==> config.mk <==
export PLATFORM = sky130hd
export DESIGN_NAME = inv_mix_columns_seq
export DESIGN_NICKNAME = d
export VERILOG_FILES = /design/src/rtl/inv_mix_columns_seq.sv
export SDC_FILE = /design/constraint.sdc
export NUM_CORES = 1
export LEC_CHECK = 0
export ABC_AREA = 1
export BUFFER_PORTS_ARGS = -buffer_cell sky130_fd_sc_hd__buf_4
export CAP_MARGIN = 30
export CORE_ASPECT_RATIO = 1.25
export CORE_MARGIN = 1.5
export CORE_UTILIZATION = 35
export DETAILED_ROUTE_END_ITERATION = 12
export PLACE_DENSITY = 0.56
export SLEW_MARGIN = 20
export SYNTH_ARGS = -nofsm -noshare
export SYNTH_HDL_FRONTEND = slang
export SYNTH_SLANG_ARGS = --single-unit
==> constraint.sdc <==
create_clock -name clk -period 2.4 [get_ports clk]
set_input_delay 0.12 -clock clk [delete_from_list [all_inputs] [get_ports clk]]
set_output_delay 0.12 -clock clk [all_outputs]
set_load 0.01 [all_outputs]
==> src/rtl/inv_mix_columns_seq.sv <==
// inv_mix_columns_seq: AES InvMixColumns over a 128-bit state.
// The state is loaded into a work register and transformed in place,
// COLS_PER_CYCLE columns per clock, then presented until downstream takes it.
//
// Handshake: a transfer happens on a rising edge where valid and ready are
// both 1. in_ready is high only in IDLE after reset has been released for
// one edge. out_valid is high only in DONE, and out_data is held stable
// there until out_ready completes the transfer.
module inv_mix_columns_seq #(
  parameter int COLS_PER_CYCLE = 1
) (
  input  logic         clk,
  input  logic         rst_n,
  input  logic         in_valid,
  output logic         in_ready,
  input  logic [127:0] in_data,
  output logic         out_valid,
  input  logic         out_ready,
  output logic [127:0] out_data
);

  typedef enum logic [1:0] {
    ST_IDLE = 2'd0,
    ST_BUSY = 2'd1,
    ST_DONE = 2'd2
  } state_e;

  // Column index of the final step; DONE is decoded from this, not from wrap.
  localparam logic [1:0] LAST_COL = 2'(4 - COLS_PER_CYCLE);
  localparam logic [1:0] COL_STEP = 2'(COLS_PER_CYCLE);

  generate
    if (!(COLS_PER_CYCLE == 1 || COLS_PER_CYCLE == 2 || COLS_PER_CYCLE == 4)) begin : g_bad_param
      $error("inv_mix_columns_seq: COLS_PER_CYCLE must be 1, 2 or 4");
    end
  endgenerate

  // Multiply by 02 in GF(2^8) modulo 0x11b.
  function automatic logic [7:0] xtime(input logic [7:0] b);
    return {b[6:0], 1'b0} ^ (b[7] ? 8'h1b : 8'h00);
  endfunction

  // One column of InvMixColumns; 09/0b/0d/0e are assembled from b, 2b, 4b, 8b.
  function automatic logic [31:0] inv_mix_col(input logic [31:0] c);
    logic [7:0] b  [4];
    logic [7:0] m9 [4];
    logic [7:0] mb [4];
    logic [7:0] md [4];
    logic [7:0] me [4];
    logic [7:0] x2, x4, x8;
    for (int i = 0; i < 4; i++) begin
      b[i]  = c[31-8*i -: 8];
      x2    = xtime(b[i]);
      x4    = xtime(x2);
      x8    = xtime(x4);
      m9[i] = x8 ^ b[i];
      mb[i] = x8 ^ x2 ^ b[i];
      md[i] = x8 ^ x4 ^ b[i];
      me[i] = x8 ^ x4 ^ x2;
    end
    return {me[0] ^ mb[1] ^ md[2] ^ m9[3],
            m9[0] ^ me[1] ^ mb[2] ^ md[3],
            md[0] ^ m9[1] ^ me[2] ^ mb[3],
            mb[0] ^ md[1] ^ m9[2] ^ me[3]};
  endfunction

  state_e         state_q, state_d;
  logic [1:0]     col_q, col_d;
  logic [127:0]   work_q, work_d;
  logic           live_q, live_d;
  logic [1:0]     cidx;
  logic [6:0]     cbase;

  // in_ready waits one edge after reset release via live_q.
  assign in_ready  = (state_q == ST_IDLE) && live_q;
  assign out_valid = (state_q == ST_DONE);
  assign out_data  = work_q;

  // Next-state, column counter and in-place column update.
  always_comb begin
    state_d = state_q;
    col_d   = col_q;
    work_d  = work_q;
    live_d  = 1'b1;
    cidx    = 2'd0;
    cbase   = 7'd127;
    case (state_q)
      ST_IDLE: begin
        if (in_valid && in_ready) begin
          work_d  = in_data;
          col_d   = 2'd0;
          state_d = ST_BUSY;
        end
      end
      ST_BUSY: begin
        for (int k = 0; k < COLS_PER_CYCLE; k++) begin
          cidx  = col_q + 2'(k);
          // Column c lives at bits 127-32c down; that MSB is {~c, 5'h1f}.
          cbase = {~cidx, 5'h1f};
          work_d[cbase -: 32] = inv_mix_col(work_q[cbase -: 32]);
        end
        if (col_q == LAST_COL) begin
          col_d   = 2'd0;
          state_d = ST_DONE;
        end else begin
          col_d = col_q + COL_STEP;
        end
      end
      ST_DONE: begin
        if (out_ready) state_d = ST_IDLE;
      end
      default: state_d = ST_IDLE;
    endcase
  end

  // State registers; reset discards any partially transformed state.
  always_ff @(posedge clk or negedge rst_n) begin
    if (!rst_n) begin
      state_q <= ST_IDLE;
      col_q   <= 2'd0;
      work_q  <= '0;
      live_q  <= 1'b0;
    end else begin
      state_q <= state_d;
      col_q   <= col_d;
      work_q  <= work_d;
      live_q  <= live_d;
    end
  end

endmodule

==> results.json, run 1 <==
{
  "status": "finished with violations",
  "violations": "hold timing, setup timing",
  "crit_path_start_kind": "flip-flop",
  "multi_input_area_um2": 9490,
  "cts_tree": "built",
  "path_class": "reg -> reg",
  "ys_warn_count": 0,
  "core.rowCount": 73,
  "syn_avg_cell_area_um2": 6.44,
  "hp-class": "in -> reg",
  "synthDistinctLibCells": 35,
  "synth_area_leaders": "dfrtp_1 (30%), nand2_1 (20%), a21oi_1 (11%)",
  "period_minus_slack_ns": 2.78,
  "synth_top_area_share_pct": 29.6,
  "wl_met3_um": 4570,
  "antenna_found_initial": 1,
  "die_w_um": 163,
  "routabilityCongestion": 1.00,
  "grtUsageTotal_pct": 34.6,
  "fin_nets": 2536,
  "critPathBufInv": 6,
  "fin_crit_sh_pct": 116,
  "place_hpwl_um": 44900,
  "grt_pass1_wl_um": 85400,
  "ys_seq_area_share_pct": 29.6,
  "fin_util_pct": 64.6,
  "synth_cells": 1746,
  "hold_start": "in_data[54]",
  "top_layer": "met4",
  "syn-num-nets": 1882,
  "synthArstFlopShare_pct": 100,
  "end_kind": "flip-flop",
  "drc": 0,
  "ys_seq_elements": 133,
  "htreeDepth": 4,
  "maxCapViolCount": 0,
  "dieArea_um2": 33200,
  "hold_ws_ns": -0.0165,
  "cp_data_required_time_ns": 2.72,
  "clock.fmax_mhz": 360,
  "vias_per_cell": 5.36,
  "cp_cell_sequence": "inv_8 > buf_12 > buf_16 > nor2_1 > nor2_1 > o21ai_1 > nand2_2 > inv_2 > nand2_2 > nand2_4 > buf_4 > xnor2_4 > buf_4 > nand3b_1 > nand4_1 > a21oi_1",
  "grt_setup_unrepaired": "true",
  "cts_sinks": 133,
  "first_iter_violations": 1274,
  "ant_nets": 0,
  "initial_core_util_pct": 35.5,
  "cp_top_family": "simple AND/OR/NAND/NOR gates",
  "synth_edf_count": 0,
  "syn_to_final_growth_pct": 82.2,
  "postRouteWirelength_um": 59500,
  "timing.final.max_slew_violations": 0,
  "fillCellCount": 2812,
  "skew_ns": 0.00955,
  "cts_made_buffers": 17,
  "seq_area_um2": 3330,
  "synth_largest_area_cell": "dfrtp_1",
  "grt_pass1_vias": 14500,
  "synthesis.area_um2": 11200,
  "cp.arrival_ns": 3.09,
  "wl_met2_um": 28300,
  "worst_slew_margin_rel_pct": 51.8,
  "cts_buffer_depth": 2,
  "setup_viol": 128,
  "core-area_um2": 31700,
  "m1WireLength_um": 23400,
  "cp_slowest_cell": "dfrtp_4",
  "overflow": 0,
  "dr.pass1.iters": 5,
  "dr_total_vias": 15200,
  "grt_max_degree": 76,
  "cp_slowest_stage_delay_ns": 0.54,
  "finalHoldViolCount": 3,
  "drive_above_1_share_pct": 49.8,
  "clock_latency_ns": 0.44,
  "cts.clk_slew.worst_paths_ns": 0.06,
  "wl_per_cell_um": 21.0,
  "synth_ff_type": "dfrtp_1",
  "die_y_um": 203,
  "setup_ws_ns": -0.375,
  "cp-startpoint": "col_q[0]",
  "worst_slew_pin_slew_ns": 0.724,
  "io_pins": 262,
  "portBuffers": 261,
  "r2r_start": "col_q[0]",
  "cts_root_buf": "clkbuf_16",
  "cp_max_fo": 10
}
area by class of cell:
cell class	instances	area share [%]
Clock buffer	22	2.36
Sequential cell	133	16.3
Timing Repair Buffer	721	30.2
Clock inverter	10	0.586
Timing Repair inverter	1	0.0794
Multi-Input combinational cell	1445	46.3
Tap cell	412	2.52
Inverter	81	1.59
Antenna cell	1	0.0122
layout by cell type, fill, tap and decap left out, types with 5 or more instances in the layout:
master,Yosys,layout
nand3b_1,13,13
xor2_2,1,28
buf_12,0,25
xnor2_4,1,11
nor2_4,0,6
inv_4,1,5
a21oi_2,0,43
dfrtp_1,133,132
buf_6,13,32
xnor2_2,7,16
buf_8,0,7
xor2_4,0,12
nand4_1,43,43
nand2_4,7,89
nand3_1,197,118
nor2_1,145,134
xnor2_1,39,20
nand3_2,3,79
nor2_2,0,5
a21oi_1,246,203
clkbuf_16,0,19
inv_2,13,23
buf_4,6,579
nand2_1,585,356
o21ai_0,12,11
clkinvlp_4,0,5
xor2_1,80,41
nand2_2,48,192
dlygate4sd3_1,0,72
inv_1,67,51
registers in the layout (all words and copies together) (netlist names):
| name | cells |
|---|---|
| col_q | 2 |
| live_q | 1 |
| out_data | 128 |
| state_q | 2 |
synth_stat cells (20+ instances only):
master and count:
nor2_1 145, nand2_1 585, clkbuf_1 46, nand2_2 48, nand4_1 43, a21oi_1 246, dfrtp_1 133, xnor2_1 39
nand3_1 197, inv_1 67, xor2_1 80, buf_2 20
stage by stage:
stage	TNS, ns	instance area [µm²]	worst slack (ns)	std cells	hold WS, ns
floorplan	0	11200	0.222	1746	-0.176
global placement	-50.14	15900	-0.534	2655	0.205
detailed placement	-54.61	15900	-0.599	2655	0.203
CTS	-27.64	18800	-0.304	2790	0.000135
global route	-48.40	20500	-0.476	2825	0.00979
finish	-33.70	20500	-0.375	2826	-0.0165
routing by layer:
| metal | global-route usage (%) | vias to the layer above |
|---|---|---|
| met3 | 5.47 | 151 |
| li1 | - | 6973 |
| met1 | 44.5 | 7268 |
| met4 | 17.5 | 0 |
| met5 | 0 | - |
| met2 | 55.8 | 761 |
worst paths after layout:
check                      cells past startpoint            to  slack, ns
max                                           16  out_data[25]      -0.38
min                                            3  out_data[54]      -0.02
max reg2reg                                   16  out_data[25]      -0.38
min reg2reg                                    1    state_q[1]       0.53
max in group asynchronous                      3  out_data[53]       1.37
min in group asynchronous                      2  out_data[96]       0.30
worst reg2reg max path: cells and delay by family (launching register included):
| kind | cells | cell delay [ns] |
|---|---|---|
| and+or+nand+nor | 7 | 1.01 |
| buffers and inverters | 6 | 0.76 |
| DFF | 1 | 0.54 |
| AOI/OAI and AO/OA | 2 | 0.20 |
| xor gates and xnor gates | 1 | 0.14 |
what timing repair did:
| action | 4_1_cts | 5_1_grt |
|---|---|---|
| hold endpoints to repair | 139 | 0 |
| gates resized for setup | 304 | 322 |
| gates cloned | 5 | 2 |
| pin swaps | 97 | 138 |
| setup buffers | 26 | 36 |
| hold buffers | 72 | 0 |
| setup endpoints to repair | 128 | 128 |
cell families after synthesis:
family,Yosys count,share of synthesized area (%)
other,1,0.0334
adders and majority gates,4,0.445
AOI/OAI and AO/OA,263,11.8
DFF,133,29.6
xor gates and xnor gates,128,10.7
buffers and inverters,168,6.92
and+or+nand+nor,1049,40.5
Power of run 1 is left out: the tool's default activity adds up to more than one toggle a clock period on the data nets, which glitch-free logic cannot reach.
==> run 2: changes to the inputs <==
==> constraint.sdc (replaced) <==
create_clock -name clk -period 3.1 [get_ports clk]
set_input_delay 0.155 -clock clk [delete_from_list [all_inputs] [get_ports clk]]
set_output_delay 0.155 -clock clk [all_outputs]
set_load 0.01 [all_outputs]
==> run 2 against run 1 <==
  * The flow now finishes without violations
  * Non-clock buffer count down 351
  * Flip-flop and latch count unchanged
  * Sequential share of layout area rose by 5.8 points
  * Clock-buffer cell count fell by 4
  * Register-to-register slack better by 0.48 ns
  * Die area unchanged
  * Final area fell by 26%
  * Clock skew down 0.0014 ns
  * Critical path depth shrank 2
  * Worst setup slack improved by 0.48 ns
  * Final cell count down 12%
  * Largest cell class unchanged
==> results.json, run 2 (same netlist as run 1, synthesis figures left out) <==
{
  "status": "finished clean",
  "crit_path_start_kind": "flip-flop",
  "cp.arrival_ns": 3.32,
  "fin_crit_sh_pct": 96.7,
  "path_class": "reg -> reg",
  "hold_start": "in_data[115]",
  "cp_slowest_stage_delay_ns": 0.50,
  "end_kind": "flip-flop",
  "cts_tree": "built",
  "maxCapViolCount": 0,
  "die_y_um": 203,
  "skew_ns": 0.00814,
  "finalNonFillerCells": 2473,
  "die_w_um": 163,
  "dieArea_um2": 33200,
  "drive_above_1_share_pct": 25.2,
  "grt_pass1_vias": 12700,
  "largest_register_ff_count": 128,
  "cp_slowest_cell": "dfrtp_4",
  "portBuffers": 261,
  "postRouteWirelength_um": 55700,
  "cpMostUsedCell": "nand2_1",
  "rr_endpoint": "out_data[88]",
  "setup_viol": 0,
  "final_cell_mix": "nand2_1 (560), buf_4 (345), a21oi_1 (246)",
  "grt_pass1_wl_um": 80600,
  "dr_total_vias": 13400,
  "regToRegSetupSlack_ns": 0.10,
  "placed_cells": 2430,
  "io_pins": 262,
  "overflow": 0,
  "drc": 0,
  "min_to": "out_data[115]",
  "grt_max_degree": 116,
  "fin_nets": 2184,
  "initial_core_util_pct": 35.5,
  "cp_data_required_time_ns": 3.43,
  "dr.pass1.iters": 5,
  "use_met1_pct": 45.1,
  "place_hpwl_um": 44500,
  "core.rowCount": 73,
  "cts_made_buffers": 17,
  "first_iter_violations": 1315,
  "grt_use_met2_pct": 51.8,
  "critPathBufInv": 2,
  "finalHoldViolCount": 0,
  "routabilityCongestion": 1.01,
  "worst_slew_margin_rel_pct": 44.7,
  "worst_slew_pin_slew_ns": 0.829,
  "wl_per_cell_um": 22.5,
  "diodes": 0,
  "timing.final.max_slew_violations": 0,
  "grt_setup_unrepaired": "false",
  "cts_sinks": 133,
  "vias_per_cell": 5.43,
  "ant_nets": 0,
  "clock.fmax_mhz": 334,
  "cts.clk_slew.worst_paths_ns": 0.07,
  "grtUsageTotal_pct": 33.2,
  "antenna_found_initial": 0,
  "hp-class": "in -> reg",
  "cts_buffer_depth": 2,
  "core-area_um2": 31700,
  "final_common_cell": "nand2_1",
  "r2r_start": "col_q[0]",
  "cp_top_family": "XOR/XNOR gates",
  "cp_max_fo": 38,
  "hold_path_depth": 3,
  "period_minus_slack_ns": 3.00,
  "cts_root_buf": "clkbuf_16",
  "cp_cell_sequence": "buf_12 > buf_6 > nand2_1 > nand2_1 > nand2_1 > nand2_2 > nand2_1 > nand2_4 > xor2_1 > xor2_1 > xor2_1 > nor2_1 > nand2_1 > a21oi_1",
  "busiest_layer": "met2",
  "htreeDepth": 4,
  "grt.met3_usage_pct": 3.90,
  "clock_latency_ns": 0.44,
  "r2r_cells": 14,
  "syn_to_final_growth_pct": 34.5
}
==> run 2: cell types whose count changed in the layout (fill, tap and decap cells not counted), moves of 35 or more <==
cell	change
nand2_4	-72
nand3_1	+78
buf_4	-234
nand2_1	+204
a21oi_1	+43
a21oi_2	-43
xor2_1	+35
dlygate4sd3_1	-66
nand3_2	-75
nand2_2	-129
==> run 2: worst min-delay path, cell delays in order <==
cell     delay [ns]
buf_4          0.08
a21oi_1        0.05
a21oi_1        0.13
==> run 2: timing repair <==
action                     4_1_cts  5_1_grt
setup endpoints to repair        9       83
setup buffers                    0        4
hold buffers                     6        0
hold endpoints to repair        83        0
pin swaps                        0        3
gates cloned                     0        1
resized for setup                4       46
==> run 2: worst max-delay path by stage <==
stage / start / endpoint / slack (ns) / cells past startpoint
final: col_q[0] / out_data[88] / 0.10 / 14
after global routing: col_q[1] / out_data[98] / 0.0009 / 16
after CTS: col_q[0] / out_data[13] / 0.01 / 17
after detailed placement: col_q[0] / out_data[13] / -0.11 / 17
after global placement: col_q[0] / out_data[109] / -0.04 / 17
after floorplan: col_q[0] / out_data[33] / 0.92 / 15
==> run 2: area by class of cell <==
cell class,count,area (µm²)
fill,3331,16600
multi-input combinational,1445,7340
sequential,133,3330
timing repair buffer,370,3020
tap,412,515
clock buffer,18,429
inverter,81,315
clock inverter,14,168
==> run 2: per-layer routing <==
metal / up-vias / share of wire [%]
met3: 106 / 6.5
li1: 6296 / -
met4: 0 / 5.2
met2: 608 / 46
met5: - / 0
met1: 6421 / 43
==> run 2: stage by stage <==
stage	TNS [ns]	worst slack, ns	area (µm²)	hold WS (ns)	util (%)
CTS	0	0.0136	14900	0.000321	46.9
floorplan	0	0.922	11200	-0.141	-
detailed placement	-0.423	-0.106	14200	0.260	44.8
global placement	-0.0936	-0.0392	14200	0.263	44.7
global route	0	0.000935	15100	0.0174	47.7
finish	0	0.102	15100	0.0104	47.7
Power of run 2 is left out for the same reason.
